$ cat config.mk
export PLATFORM = sky130hd
export DESIGN_NAME = operand_shifter
export DESIGN_NICKNAME = d
export VERILOG_FILES = /design/src/rtl/operand_shifter_pkg.sv /design/src/rtl/operand_shifter_shift_step.sv /design/src/rtl/operand_shifter.sv
export SDC_FILE = /design/constraint.sdc
export NUM_CORES = 1
export LEC_CHECK = 0
export CAP_MARGIN = 20
export CORE_ASPECT_RATIO = 1.25
export CORE_MARGIN = 2
export CORE_UTILIZATION = 50
export DETAILED_ROUTE_END_ITERATION = 8
export PLACE_DENSITY_LB_ADDON = 0.15
export SLEW_MARGIN = 30
export SYNTH_ARGS = -nofsm -noshare
export SYNTH_HDL_FRONTEND = slang
export SYNTH_SLANG_ARGS = --single-unit
$ cat constraint.sdc
create_clock -name clk -period 2.71 [get_ports clk]
set_input_delay 0.271 -clock clk [delete_from_list [all_inputs] [get_ports clk]]
set_output_delay 0.271 -clock clk [all_outputs]
set_load 0.01 [all_outputs]
$ cat src/rtl/operand_shifter_pkg.sv
// Shared constants, state encoding and step-count helper for the
// multi-cycle ARM-style operand shifter.
package operand_shifter_pkg;

    localparam logic [2:0] SH_LSL = 3'b000;
    localparam logic [2:0] SH_LSR = 3'b001;
    localparam logic [2:0] SH_ASR = 3'b010;
    localparam logic [2:0] SH_ROR = 3'b011;
    localparam logic [2:0] SH_RRX = 3'b100;

    localparam logic [5:0] SH_MAX_STEPS = 6'd33;

    typedef enum logic [1:0] {
        ST_IDLE  = 2'b00,
        ST_SHIFT = 2'b01,
        ST_DONE  = 2'b10
    } state_e;

    // Shifts beyond 33 produce the same result as 33, so the step count saturates there.
    function automatic logic [5:0] step_count(input logic [2:0] op, input logic [7:0] num);
        logic [5:0] k;
        case (op)
            SH_LSL, SH_LSR, SH_ASR: begin
                if (num > 8'd33) begin
                    k = SH_MAX_STEPS;
                end else begin
                    k = num[5:0];
                end
            end
            SH_ROR:  k = {1'b0, num[4:0]};
            SH_RRX:  k = 6'd1;
            default: k = 6'd0;
        endcase
        return k;
    endfunction

endpackage

$ cat src/rtl/operand_shifter_shift_step.sv
// Combinational single-bit shift step: one LSL/LSR/ASR/ROR/RRX move of the
// working operand and the carry bit it produces.
module shift_step
    import operand_shifter_pkg::*;
#(
    parameter int WIDTH = 32
) (
    input  logic [WIDTH-1:0] d,
    input  logic [2:0]       op,
    input  logic             c_latched,
    input  logic             carry,
    output logic [WIDTH-1:0] d_next,
    output logic             carry_next
);

    // Select the one-bit move for the latched shift type.
    always_comb begin
        d_next     = d;
        carry_next = carry;
        case (op)
            SH_LSL: begin
                carry_next = d[WIDTH-1];
                d_next     = {d[WIDTH-2:0], 1'b0};
            end
            SH_LSR: begin
                carry_next = d[0];
                d_next     = {1'b0, d[WIDTH-1:1]};
            end
            SH_ASR: begin
                carry_next = d[0];
                d_next     = {d[WIDTH-1], d[WIDTH-1:1]};
            end
            SH_ROR: begin
                carry_next = d[0];
                d_next     = {d[0], d[WIDTH-1:1]};
            end
            SH_RRX: begin
                carry_next = d[0];
                d_next     = {c_latched, d[WIDTH-1:1]};
            end
            default: begin
                d_next     = d;
                carry_next = carry;
            end
        endcase
    end

endmodule

$ cat src/rtl/operand_shifter.sv
// Multi-cycle operand shifter for the ALU B operand: one bit per clock,
// start/done handshake, result and carry held until the next accepted start.
module operand_shifter
    import operand_shifter_pkg::*;
#(
    parameter int WIDTH = 32
) (
    input  logic             clk,
    input  logic             rst,
    input  logic             start,
    input  logic [2:0]       shift_op,
    input  logic [7:0]       shift_num,
    input  logic [WIDTH-1:0] din,
    input  logic             C,
    output logic             busy,
    output logic             done,
    output logic [WIDTH-1:0] dout,
    output logic             shiftCout
);

    state_e           state_r, state_nxt_s;
    logic [5:0]       cnt_r, cnt_nxt_s;
    logic [WIDTH-1:0] data_r, data_nxt_s;
    logic             carry_r, carry_nxt_s;
    logic [2:0]       op_r, op_nxt_s;
    logic             c_lat_r, c_lat_nxt_s;
    logic             busy_r, done_r;
    logic [5:0]       k_s;
    logic             ror_wrap_s;
    logic [WIDTH-1:0] step_d_s;
    logic             step_c_s;

    assign k_s = step_count(shift_op, shift_num);

    // ROR by a non-zero multiple of 32 leaves the operand intact but still reports bit 31 as carry.
    assign ror_wrap_s = (shift_op == SH_ROR) && (shift_num != 8'd0) && (shift_num[4:0] == 5'd0);

    shift_step #(
        .WIDTH(WIDTH)
    ) u_shift_step (
        .d          (data_r),
        .op         (op_r),
        .c_latched  (c_lat_r),
        .carry      (carry_r),
        .d_next     (step_d_s),
        .carry_next (step_c_s)
    );

    // Next-state, counter and datapath update.
    always_comb begin
        state_nxt_s = state_r;
        cnt_nxt_s   = cnt_r;
        data_nxt_s  = data_r;
        carry_nxt_s = carry_r;
        op_nxt_s    = op_r;
        c_lat_nxt_s = c_lat_r;
        case (state_r)
            ST_IDLE: begin
                if (start) begin
                    data_nxt_s  = din;
                    op_nxt_s    = shift_op;
                    c_lat_nxt_s = C;
                    cnt_nxt_s   = k_s;
                    if (ror_wrap_s) begin
                        carry_nxt_s = din[WIDTH-1];
                    end else begin
                        carry_nxt_s = C;
                    end
                    if (k_s != 6'd0) begin
                        state_nxt_s = ST_SHIFT;
                    end else begin
                        state_nxt_s = ST_DONE;
                    end
                end else begin
                    state_nxt_s = ST_IDLE;
                end
            end
            ST_SHIFT: begin
                data_nxt_s  = step_d_s;
                carry_nxt_s = step_c_s;
                cnt_nxt_s   = cnt_r - 6'd1;
                if (cnt_r <= 6'd1) begin
                    state_nxt_s = ST_DONE;
                end else begin
                    state_nxt_s = ST_SHIFT;
                end
            end
            ST_DONE: begin
                state_nxt_s = ST_IDLE;
            end
            default: begin
                state_nxt_s = ST_IDLE;
                cnt_nxt_s   = 6'd0;
            end
        endcase
    end

    // State, datapath and output registers with synchronous reset.
    always_ff @(posedge clk) begin
        if (rst) begin
            state_r <= ST_IDLE;
            cnt_r   <= 6'd0;
            data_r  <= {WIDTH{1'b0}};
            carry_r <= 1'b0;
            op_r    <= 3'b000;
            c_lat_r <= 1'b0;
            busy_r  <= 1'b0;
            done_r  <= 1'b0;
        end else begin
            state_r <= state_nxt_s;
            cnt_r   <= cnt_nxt_s;
            data_r  <= data_nxt_s;
            carry_r <= carry_nxt_s;
            op_r    <= op_nxt_s;
            c_lat_r <= c_lat_nxt_s;
            busy_r  <= (state_nxt_s != ST_IDLE);
            done_r  <= (state_nxt_s == ST_DONE);
        end
    end

    assign busy      = busy_r;
    assign done      = done_r;
    assign dout      = data_r;
    assign shiftCout = carry_r;

endmodule

# Word level (Yosys, flattened, before mapping)
# Cells that the tools add are included.
# totals
ff_bits,47
n_memories,0
latchBits,0
wordCells,61
mem_bits_ro,0
mem_bits_rw,0
# op_classes
bitwise,1
magnitude_cmp,2
shift,0
div,0
n_addsub,1
n_mul,0
n_eq_ne,16
reduce_logical,17
mux,15
# op_table
op,n
one-hot mux 32 bit (5 select lines),1
one-hot mux 32 bit (2 select lines),1
one-hot mux 6 bit (3 select lines),2
two-way mux 32 bit,1
== test 3 x 2 -> 1 bit (second input constant),4
two-way mux 6 bit,2
> comparator 8 x 6 -> 1 bit (second input constant),1
nonzero test 8 bit,1
== test 3 x 1 -> 1 bit (second input constant),2
== test 3 bit (second input constant),2
less-or-equal comparator 6 x 1 -> 1 bit (second input constant),1
logical NOT 3 bit,2
two-way mux 2 bit,3
!= test 6 x 1 -> 1 bit (second input constant),1
AND reduction 3 bit,2
nonzero test 6 bit,1
subtractor 6 x 1 -> 6 bit (second input constant),1
logical NOT 5 bit,1
!= test 5 x 1 -> 1 bit (second input constant),1
== test 2 bit (second input constant),2
!= test 2 bit (second input constant),2
one-hot mux 1 bit (2 select lines),2
one-hot mux 2 bit (2 select lines),1
AND reduction 2 bit,2
other kinds (10),13

# Logic depth before layout (Yosys ltp)
# logic_depth
ltp_word,8
depth_mapped,7
depth_no_buf,6

# By module
# Synthesis repeated with hierarchy kept, for this count alone.
# unflattened
hier_cells,427
area_unflattened_um2,3352.0
# modules_own_cells
mod,area_per_inst_um2,seq_area_each_um2,n_inst,cells_each
operand_shifter,2381.0,940.9,1,274
shift_step,970.9,0.0,1,153

# Worst setup path after synthesis
# OpenSTA, ideal clock, no wires.
# synth_path
kind,reg-to-reg
start,register op_r[2]
end,register carry_r (netlist: shiftCout)
path_stages_with_launch,7
n_path_buf,2
required_time_ps,2593
synth_period_minus_slack_ps,1566
slack_ps,1144
arrival_time_ps,1448
cell_sequence,dfxtp_1 -> buf_6 -> or3_1 -> buf_6 -> a211o_1 -> o311a_1 -> a32o_1
# synth_between
elab_chain_cells,4
# synth_rtl
item,line_no,rtl
"start, declared",operand_shifter.sv:25,"logic [2:0] op_r, op_nxt_s;"
"start signal, assigned",operand_shifter.sv:114,op_r <= op_nxt_s;
"== test 3 x 1 -> 1 bit, or another cell as far along",operand_shifter_shift_step.sv:20,case (op)
OR reduction 4 bit (no source line),n/a,
one-hot mux 1 bit (2 select lines) or != test 3 x 2 -> 1 bit (tied branches),n/a,
one-hot mux 1 bit (2 select lines) or AND reduction 3 bit (tied branches),n/a,
"end signal, assigned",operand_shifter.sv:113,carry_r <= carry_nxt_s;
"end, declared",operand_shifter.sv:24,"logic carry_r, carry_nxt_s;"
# Several ways; a longest one is shown, not always the timed one.
# A chain may end at the register's enable or synchronous reset.

# Final worst setup path
# Same ends and word-level chain as after synthesis.

==> impl_summary.log <==
INFO  metric yosys.area.top_type = sky130_fd_sc_hd__dfxtp_1
INFO  metric synthesis.area = 2640 um^2
INFO  metric chipHeight = 85.2 um
INFO  metric yosysTopAreaCellShare = 0.357
INFO  metric grt_max_degree = 32
INFO  metric vdd_ir_max = 404 uV
INFO  metric port_buffers = 81
INFO  metric critPathMaxFanout = 31
INFO  metric post-route-min-period = slightly below 2 ns
INFO  metric hold_viol = 0
INFO  metric total_leakage_power = 1.31 nW
INFO  metric yosys_warnings = 0
INFO  metric overflow_left_after_global_routing = 0
INFO  metric final_core_utilization = 0.696
INFO  metric timing.max_slew.rel_slack = 0.637
INFO  metric timing.setup.tns = 0 ns
INFO  metric synth-seq-cells = 47
INFO  metric cts.sink_count = 47
INFO  metric synth.area.top_cells = sky130_fd_sc_hd__dfxtp_1 36%, sky130_fd_sc_hd__o2bb2ai_1 10%, sky130_fd_sc_hd__a211oi_1 9.1%, sky130_fd_sc_hd__and3_1 7.1%, sky130_fd_sc_hd__o21ai_0 6.6%
INFO  metric postRouteAntennaNets = 0
INFO  metric dieArea = 5870 um^2
INFO  metric start_util = 0.519
INFO  metric fp.dieW = 68.9 um
INFO  metric detail_route.drc_violations = 0
INFO  metric clkLatencyLatePin = 0.30 ns
INFO  metric globalRouteTotalUtil = 0.254
INFO  metric holdCritPathClass = flop to flop
INFO  metric first_global_vias = 2555
INFO  metric cts_buffers = 5
INFO  metric post_cts_resize_count = 0
INFO  metric post_synth_inst_count = 308
INFO  metric antenna_cells_inserted = 0
INFO  metric final.hold.worst_slack = 0.489 ns
INFO  metric synthesis.nets = 357
INFO  metric grt_setup_unrepaired = false
INFO  metric outcome = finished clean
INFO  metric critPathArrivalTime = 2.15 ns
INFO  metric drive_gt1_frac = 0.0638
INFO  metric synth_common_cells = 47 x sky130_fd_sc_hd__dfxtp_1, 35 x sky130_fd_sc_hd__o21ai_0, 32 x sky130_fd_sc_hd__a211oi_1
INFO  metric clk_path_buf_depth = 2
INFO  metric detail_route.wl_per_cell = roughly 16 um
INFO  metric setup_violations = 0
INFO  metric finalNetCount = 425
INFO  metric depth_of_the_cts_h_tree = 2
INFO  metric finClkSkew = 0.0123 ns
INFO  metric initialDrtViolationCount = 220
INFO  metric flow.area_growth_from_synthesis = 34.0%
INFO  metric pwr_density_cell = 567 nW/um^2
INFO  metric max_clock_freq = 509 MHz
INFO  metric critical_path_class = flop to flop
INFO  metric post_cts_hold_buffer_count = 0
INFO  metric yosysUniqueCellTypes = 47
INFO  metric ios = 82
INFO  metric synth_ff_type = sky130_fd_sc_hd__dfxtp_1
INFO  metric drt-total-wl = approximately 7200 um
INFO  metric timing.max_cap.violations = 0
INFO  metric first_pass_detailed_route_iteration_total = 4
INFO  metric cts_tree = done
INFO  metric setup.worst_path.end_class = flop
INFO  metric final-max-slew-violation-count = 0
INFO  metric clockRootBuffer = sky130_fd_sc_hd__clkbuf_8
INFO  metric finalPower = 0.00200 W
INFO  metric antenna_violations_before_repair = 0
INFO  metric std_cell_rows = 29
INFO  metric clkTransAtPathRegs = 0.08 ns
INFO  metric vias = 2710
INFO  metric syn-mean-instance-area = 8.56 um^2
INFO  metric globalplace.congestion = 0.844
INFO  metric cp_data_required_time = 2.90 ns
INFO  metric grt_pass1_wl = 11600 um
INFO  metric number_of_synthesized_flops_with_an_enable_pin = 0
INFO  metric design.core.area = 5080 um^2
INFO  metric fin_crit_sh = 0.724
INFO  metric synth_most_common_cell = sky130_fd_sc_hd__dfxtp_1
INFO  metric cts.repair_timing.setup_buffer_count = 0
INFO  metric post-dp-hpwl = just over 5000 um
INFO  metric timing_worst_slew_pin_value = 0.540 ns
INFO  metric synth-async-reset-ratio = 0
INFO  metric register_area_share_after_synthesis = 0.357
INFO  metric worstSetupStartpointType = flop
INFO  metric viasPerCell = 6.19
-- worst max-delay path, cell delays in order (launching register included) --
cell and delay (ns):
sky130_fd_sc_hd__dfxtp_1 0.50, sky130_fd_sc_hd__or3_1 0.47, sky130_fd_sc_hd__nand2_1 0.10, sky130_fd_sc_hd__buf_4 0.25, sky130_fd_sc_hd__o311a_1 0.32, sky130_fd_sc_hd__a32o_1 0.22
-- sequential cells by signal, summed over array words and instances, names as in the netlist --
name,flops
done,1
busy,1
cnt_r,6
op_r,3
state_r,2
dout,32
c_lat_r,1
shiftCout,1
-- metal layers --
| layer | global-route usage | routed length [um] |
|---|---|---|
| met1 | 0.299 | 3030 |
| met4 | 0.0856 | 124 |
| met2 | 0.448 | 3720 |
| met3 | 0.0504 | 334 |
| met5 | 0 | 0 |
-- logic make-up (layout without fill, tap and decap cells) --
kind of cell | Yosys count | in the layout | synth area share
buffers and inverters | 33 | 101 | 0.0660
DFF | 47 | 47 | 0.357
muxes | 7 | 7 | 0.0266
xor gates and xnor gates | 1 | 1 | 0.00332
adders and majority gates | 2 | 2 | 0.00949
and+or+nand+nor | 91 | 91 | 0.189
AOI/OAI and AO/OA | 127 | 127 | 0.348
-- cells in the final DEF (no fill, tap or decap), drive strengths merged, types with 3 or more instances in the layout --
| master | n |
|---|---|
| clkdlybuf4s50 | 81 |
| dfxtp | 47 |
| o21ai | 39 |
| a211oi | 32 |
| and3 | 30 |
| o2bb2ai | 30 |
| nor2 | 17 |
| nand2 | 11 |
| buf | 10 |
| nor3 | 7 |
| mux2i | 7 |
| clkbuf | 6 |
| a21oi | 5 |
| nor2b | 5 |
| inv | 3 |
| or3 | 3 |
| and2 | 3 |
| nor4 | 3 |
-- power breakdown --
group	internal [W]	switching [W]	leakage (nW)	total (W)
sequential	0.000784	0.000111	0.388	0.000895
combinational	0.000346	0.000335	0.879	0.000682
clock	0.000200	0.000225	0.0470	0.000425
-- layout make-up --
| class | count | area, um^2 |
|---|---|---|
| fillers | 453 | 1550 |
| clock inverters | 1 | 5.00 |
| well taps | 62 | 77.6 |
| repair buffers | 91 | 886 |
| inverters | 3 | 11.3 |
| clock buffers | 6 | 82.6 |
| multi-input cells | 228 | 1530 |
| flip-flops and latches | 47 | 941 |
-- path summary, 6_finish.rpt --
path,start,to,slack [ns],cells after the start
worst max-delay path,op_r[2]$_SDFFE_PP0P_,shiftCout$_SDFFE_PP0P_,0.75,5
worst min register to register,cnt_r[5]$_SDFFE_PP0P_,cnt_r[5]$_SDFFE_PP0P_,0.49,2
worst max register to register,op_r[2]$_SDFFE_PP0P_,shiftCout$_SDFFE_PP0P_,0.75,5
worst min-delay path,cnt_r[5]$_SDFFE_PP0P_,cnt_r[5]$_SDFFE_PP0P_,0.49,2
-- stage by stage --
step	std cells	setup WS (ns)	cell area (um^2)
final	438	0.747	3530
after global routing	438	0.575	3530
after CTS	438	0.750	3530
after detailed placement	431	0.639	3450
after global placement	431	0.702	3450
after floorplan	308	1.14	2640
No activity file was read; power rests on OpenSTA's default activity.
